File: config.mk
export PLATFORM = sky130hd
export DESIGN_NAME = param_sync_fifo_flat
export DESIGN_NICKNAME = d
export VERILOG_FILES = /design/src/rtl/param_sync_fifo_if.sv /design/src/rtl/param_sync_fifo.sv /design/src/flat_wrapper.sv
export SDC_FILE = /design/constraint.sdc
export NUM_CORES = 2
export LEC_CHECK = 0
export BUFFER_PORTS_ARGS = -buffer_cell sky130_fd_sc_hd__clkbuf_2
export CORE_MARGIN = 2
export CORE_UTILIZATION = 25
export DETAILED_ROUTE_END_ITERATION = 12
export SYNTH_ARGS = -nofsm -noshare
export SYNTH_HDL_FRONTEND = slang
export SYNTH_SLANG_ARGS = --single-unit
File: constraint.sdc
create_clock -name clk -period 7.5 [get_ports clk]
set_input_delay 1.5 -clock clk [delete_from_list [all_inputs] [get_ports clk]]
set_output_delay 1.5 -clock clk [all_outputs]
set_load 0.1 [all_outputs]
File: src/rtl/param_sync_fifo_if.sv
// param_sync_fifo_if: write/read handshake and status bundle of the parametrised FIFO
interface param_sync_fifo_if #(
    parameter int DATA_W = 96,
    parameter int ADDR_W = 4
);
    logic              wr;
    logic              rd;
    logic [DATA_W-1:0] din;
    logic [DATA_W-1:0] dout;
    logic              empty;
    logic              full;
    logic              almost_full;
    logic              almost_empty;
    logic [ADDR_W:0]   count;
    logic              overflow;
    logic              underflow;
    modport master (
        output wr, rd, din,
        input  dout, empty, full, almost_full, almost_empty, count, overflow, underflow
    );
    modport slave (
        input  wr, rd, din,
        output dout, empty, full, almost_full, almost_empty, count, overflow, underflow
    );
endinterface

File: src/rtl/param_sync_fifo.sv
// param_sync_fifo: parametrised single-clock FIFO with registered or fall-through read,
// occupancy count, almost thresholds and sticky overflow/underflow flags
module param_sync_fifo #(
    parameter int DATA_W    = 96,
    parameter int ADDR_W    = 4,
    parameter int AFULL_TH  = 14,
    parameter int AEMPTY_TH = 2,
    parameter int FWFT      = 0
) (
    input logic              clk,
    input logic              reset,
    param_sync_fifo_if.slave bus
);
    localparam logic [ADDR_W:0] LP_DEPTH = (ADDR_W+1)'(2**ADDR_W);
    localparam logic [ADDR_W:0] LP_AF    = (ADDR_W+1)'(AFULL_TH);
    localparam logic [ADDR_W:0] LP_AE    = (ADDR_W+1)'(AEMPTY_TH);
    localparam logic [ADDR_W:0] LP_ONE   = (ADDR_W+1)'(1);

    logic [DATA_W-1:0] r_mem [2**ADDR_W];
    logic [ADDR_W-1:0] r_wr_ptr;
    logic [ADDR_W-1:0] r_rd_ptr;
    logic [ADDR_W:0]   r_count;
    logic [ADDR_W:0]   w_count_nxt;
    logic              r_ovf;
    logic              r_udf;
    logic              w_rd_ok;
    logic              w_wr_ok;

    // a write into a full FIFO is still accepted when a read frees a slot in the same cycle
    always_comb begin
        w_rd_ok     = bus.rd & (r_count != '0);
        w_wr_ok     = bus.wr & ((r_count != LP_DEPTH) | w_rd_ok);
        w_count_nxt = (w_wr_ok & ~w_rd_ok) ? r_count + LP_ONE :
                      (w_rd_ok & ~w_wr_ok) ? r_count - LP_ONE : r_count;
    end

    always_ff @(posedge clk) begin
        if (!reset && w_wr_ok) r_mem[r_wr_ptr] <= bus.din;
    end

    always_ff @(posedge clk) begin
        if (reset) begin
            r_wr_ptr <= '0;
            r_rd_ptr <= '0;
            r_count  <= '0;
            r_ovf    <= 1'b0;
            r_udf    <= 1'b0;
        end else begin
            if (w_wr_ok) r_wr_ptr <= r_wr_ptr + ADDR_W'(1);
            if (w_rd_ok) r_rd_ptr <= r_rd_ptr + ADDR_W'(1);
            r_count <= w_count_nxt;
            if (bus.wr && !w_wr_ok) r_ovf <= 1'b1;
            if (bus.rd && !w_rd_ok) r_udf <= 1'b1;
        end
    end

    generate
        if (FWFT != 0) begin : g_fwft
            assign bus.dout = r_mem[r_rd_ptr];
        end else begin : g_reg
            logic [DATA_W-1:0] r_dout;
            always_ff @(posedge clk) begin
                if (reset) r_dout <= '0;
                else if (w_rd_ok) r_dout <= r_mem[r_rd_ptr];
            end
            assign bus.dout = r_dout;
        end
    endgenerate

    assign bus.count        = r_count;
    assign bus.empty        = (r_count == '0);
    assign bus.full         = (r_count == LP_DEPTH);
    assign bus.almost_full  = (r_count >= LP_AF);
    assign bus.almost_empty = (r_count <= LP_AE);
    assign bus.overflow     = r_ovf;
    assign bus.underflow    = r_udf;
endmodule

File: src/flat_wrapper.sv
// flat-port wrapper written by rule: the top's interface ports become plain ports
module param_sync_fifo_flat 
#(
    parameter int DATA_W    = 96,
    parameter int ADDR_W    = 4,
    parameter int AFULL_TH  = 14,
    parameter int AEMPTY_TH = 2,
    parameter int FWFT      = 0
)
  (clk, reset, bus_wr, bus_rd, bus_din, bus_dout, bus_empty, bus_full, bus_almost_full, bus_almost_empty, bus_count, bus_overflow, bus_underflow);
  param_sync_fifo_if #(.DATA_W(DATA_W), .ADDR_W(ADDR_W)) bus_i ();
  input logic clk;
  input logic reset;
  input wire logic [$bits(bus_i.wr)-1:0] bus_wr;
  input wire logic [$bits(bus_i.rd)-1:0] bus_rd;
  input wire logic [$bits(bus_i.din)-1:0] bus_din;
  output wire logic [$bits(bus_i.dout)-1:0] bus_dout;
  output wire logic [$bits(bus_i.empty)-1:0] bus_empty;
  output wire logic [$bits(bus_i.full)-1:0] bus_full;
  output wire logic [$bits(bus_i.almost_full)-1:0] bus_almost_full;
  output wire logic [$bits(bus_i.almost_empty)-1:0] bus_almost_empty;
  output wire logic [$bits(bus_i.count)-1:0] bus_count;
  output wire logic [$bits(bus_i.overflow)-1:0] bus_overflow;
  output wire logic [$bits(bus_i.underflow)-1:0] bus_underflow;
  assign bus_i.wr = bus_wr;
  assign bus_i.rd = bus_rd;
  assign bus_i.din = bus_din;
  assign bus_dout = bus_i.dout;
  assign bus_empty = bus_i.empty;
  assign bus_full = bus_i.full;
  assign bus_almost_full = bus_i.almost_full;
  assign bus_almost_empty = bus_i.almost_empty;
  assign bus_count = bus_i.count;
  assign bus_overflow = bus_i.overflow;
  assign bus_underflow = bus_i.underflow;
  param_sync_fifo #(.DATA_W(DATA_W), .ADDR_W(ADDR_W), .AFULL_TH(AFULL_TH), .AEMPTY_TH(AEMPTY_TH), .FWFT(FWFT)) u_core (.clk(clk), .reset(reset), .bus(bus_i));
endmodule
==> summary.txt <==
Power and ir drop
  • Sequential Power Share: 44.3%
  • Max VDD drop: slightly above 0.3 mV
  • Net Sw Frac: 29.7%
  • Leak pwr: about 22 nW
  • Sw power: ~7.1 mW
  • Internal Power: about 17 mW
  • Part of the power in the clock network: 33.3%
  • Comb pwr share: between 20% and 30%
  • Pwr per Cell Area: ~330 nW/um2

Detailed routing
  • Vias: between 20000 and 30000
  • Vias/cell: roughly 4.5
  • Final WL: 148000 um
  • Detailed Routing Iterations Pass 1: 5
  • DR iter-0 viols: about 2600
  • Antenna Nets Post-Route: 0
  • DRC: 0
  • Routed length per instance: 23.4 um

Timing
  • RSZ-0062 raised after global routing: false
  • Skew final: roughly 0.032 ns
  • Worst Hold Margin: between 0.4 and 0.5 ns
  • Tcrit/Tclk final: around 56%
  • Final hold vios: 0
  • Final worst path period need: between 4 and 5 ns
  • Final worst slack: between 3 and 4 ns
  • Final slew viol count: 0
  • Final count of negative-setup-slack endpoints: 0
  • Slew HR: 17.5%
  • TNS Setup: 0 ns
  • Achievable frequency: about 240 MHz
  • Worst-margin pin slew: about 1.2 ns

Yosys
  • Post-synth top area cell: edfxtp_1
  • Syn. warnings: 0
  • Area fraction of the dominant cell type after synthesis: ~75%
  • Synthesized Nets: between 2000 and 3000
  • Synth cell types: 34
  • Synth Area in Simple Gates: less than 1%
  • Xor/xnor share of the synthesized area: less than 1%
  • Largest family of logic cells by synthesized area: multiplexers
  • Synth Flop Type: edfxtp_1
  • Mux share of post-synthesis cell area: roughly 17%
  • Synth top cells by count: 1536 x edfxtp_1, 384 x mux4_2, 135 x nor2_1
  • Top cells by area, synth: edfxtp_1 75%, mux4_2 14%, dfxtp_1 3.6%, mux2_2 1.8%, mux2i_1 1.6%
  • Most frequent cell after synthesis: edfxtp_1
  • Synth Area per Inst: 23.2 um2
  • Seq/Total Area, Yosys: between 70% and 80%
  • FFs w/ async S/R, synth: 0%
  • Number of flops mapped to enable cells by yosys: between 1500 and 2000
  • Post-synthesis adder-cell area fraction: less than 1%
  • Post-synthesis cell count: 2661
  • Synth Cell Area: ~60000 um2
  • Synth Area in Compound Gates: ~1.8%
  • Post-synthesis register bit count: roughly 1600

Cells and area
  • Storage element area: 48400 um2
  • Final Cell Area: just over 70000 um2
  • Final Core Density: 29.3%
  • Multi-input gate area: about 13000 um2
  • Layout fillers: about 24000
  • Layout cells sized above 1: between 30% and 40%
  • Area growth from synthesis to layout: 16.7%
  • Nets: approximately 3000

Clock tree
  • Max Root-Sink Buffers: 3
  • Post-CTS setup repair buffer count: 0
  • CTS root buffer: clkbuf_16
  • H-tree Lvls: 4
  • Clock transition at the registers of the reported paths: approximately 0.060 ns
  • CTS Buf Count: about 160
  • CTS Hold Bufs: 0
  • CTS resizes: 0
  • CTS tree: done
  • Clock sink count: ~1600
  • Clk_lat worst skew: ~0.8 ns

Floorplanning
  • Core area: ~250000 um2
  • Die Y: between 500 and 600 um
  • Initial Utilization: between 20 and 30%
  • Width of the die: roughly 500 um
  • # IOs: 207
  • Die Footprint: 251000 um2
  • Number of core rows: 182

Worst setup path
  • Crit-path max FO: 9
  • Worst EP required: 6.00 ns
  • Worst R2R Setup Slack: 3.67 ns
  • Worst setup EP type: primary output
  • Worst path cell trace: or4_1, nor2_1, clkbuf_2
  • Critical path's largest stage delay: about 0.82 ns
  • Crit path max-delay cell type: or4_1
  • Critical path arrival: roughly 2.7 ns
  • Startpoint Class: flip-flop
  • Crit Path Category: reg2out

Global routing
  • Grt ovf: 0
  • Largest net degree at the start of global routing: ~120
  • Vias in the first global route: a little under 30000
  • Initial antenna violation count: 42
  • First-pass GRT wire length: between 200000 and 250000 um
  • GRT Util Overall: a little under an eighth

Placement
  • Post-DP HPWL: 83300 um
  • I/O Buffers: around 210
  • Dpl cell area: 66800 um2
  • GP Congestion: about 0.7
  • Pre-CTS setup slack: around 2.7 ns

Min path
  • Worst min path class: reg2reg

Run status
  • Status: finished clean

Flow run
  • Max Cap Violations: 0
-- cell type report --
class	count	area share [%]
Antenna cell	5	0.0174
Sequential cell	1647	67.2
Timing Repair Buffer	261	2.20
Multi-Input combinational cell	864	17.7
Tap cell	3220	5.60
Clock inverter	85	0.992
Clock buffer	219	6.26
Inverter	5	0.0261
-- power groups by stage --
stage | Combinational, mW | Sequential (mW) | Clock [mW]
finish | 5.38 | 10.7 | 8.00
global placement | 5.50 | 10.9 | 0
floorplan | 3.07 | 12.0 | 0
detailed placement | 5.52 | 10.9 | 0
CTS | 5.54 | 10.7 | 8.19
global route | 5.74 | 10.7 | 8.54
-- sequential cells by signal, indices dropped and copies added, names as in the netlist --
signal,cells
u_core.bus.count,5
u_core.bus.dout,96
u_core.r_rd_ptr,4
u_core.r_wr_ptr,4
u_core.r_mem,1536
u_core.bus.overflow,1
u_core.bus.underflow,1
-- metal layers --
| layer | up-vias | wire (um) | track usage, % | share of wire [%] |
|---|---|---|---|---|
| li1 | 11900 | - | - | - |
| met1 | 15300 | 64000 | 15.4 | 43 |
| met3 | 229 | 9530 | 2.89 | 6.5 |
| met5 | - | 107 | 0 | 0.072 |
| met2 | 844 | 71000 | 18.8 | 48 |
| met4 | 18 | 3100 | 3.03 | 2.1 |
-- kinds of logic (layout without fill, tap and decap cells) --
family | after synthesis | count (layout)
simple gates | 152 | 152
buf+inv | 150 | 570
mux | 581 | 581
fa+ha+maj | 10 | 10
xor+xnor | 8 | 8
compound gates | 113 | 113
flops | 1647 | 1647
other cells | 0 | 5
-- placed cells by master (no fill, tap or decap), types with 16 or more instances in the layout --
master	netlist	final
a221o_1	96	96
buf_4	3	44
clkbuf_1	72	39
clkbuf_16	0	167
clkbuf_2	0	206
clkinv_1	0	25
clkinv_2	0	31
dfxtp_1	111	108
edfxtp_1	1536	1536
mux2_2	97	97
mux2i_1	100	100
mux4_2	384	384
nor2_1	135	119
nor2_4	0	16
-- path summary, 6_finish.rpt --
check,from,depth (start not counted),to
max reg2reg,u_core.bus.count[1],5,u_core.r_mem[10][57]
max,u_core.bus.count[0],3,bus_empty
min,u_core.bus.overflow,2,u_core.bus.overflow
min reg2reg,u_core.bus.overflow,2,u_core.bus.overflow
-- stage by stage --
stage                     std cells  power, mW
after floorplan                2661       15.0
after global placement         5997       16.4
after detailed placement       5997       16.4
after CTS                      6301       24.4
after global routing           6304       25.0
final                          6306       24.0
-- worst max-delay path: cells and delay by family (launching register included) --
family                 cells  cell delay, ns
AND/OR/NAND/NOR            2            1.05
buffers and inverters      1            0.48
flip-flops                 1            0.37
(Power assumes the default switching activity.)
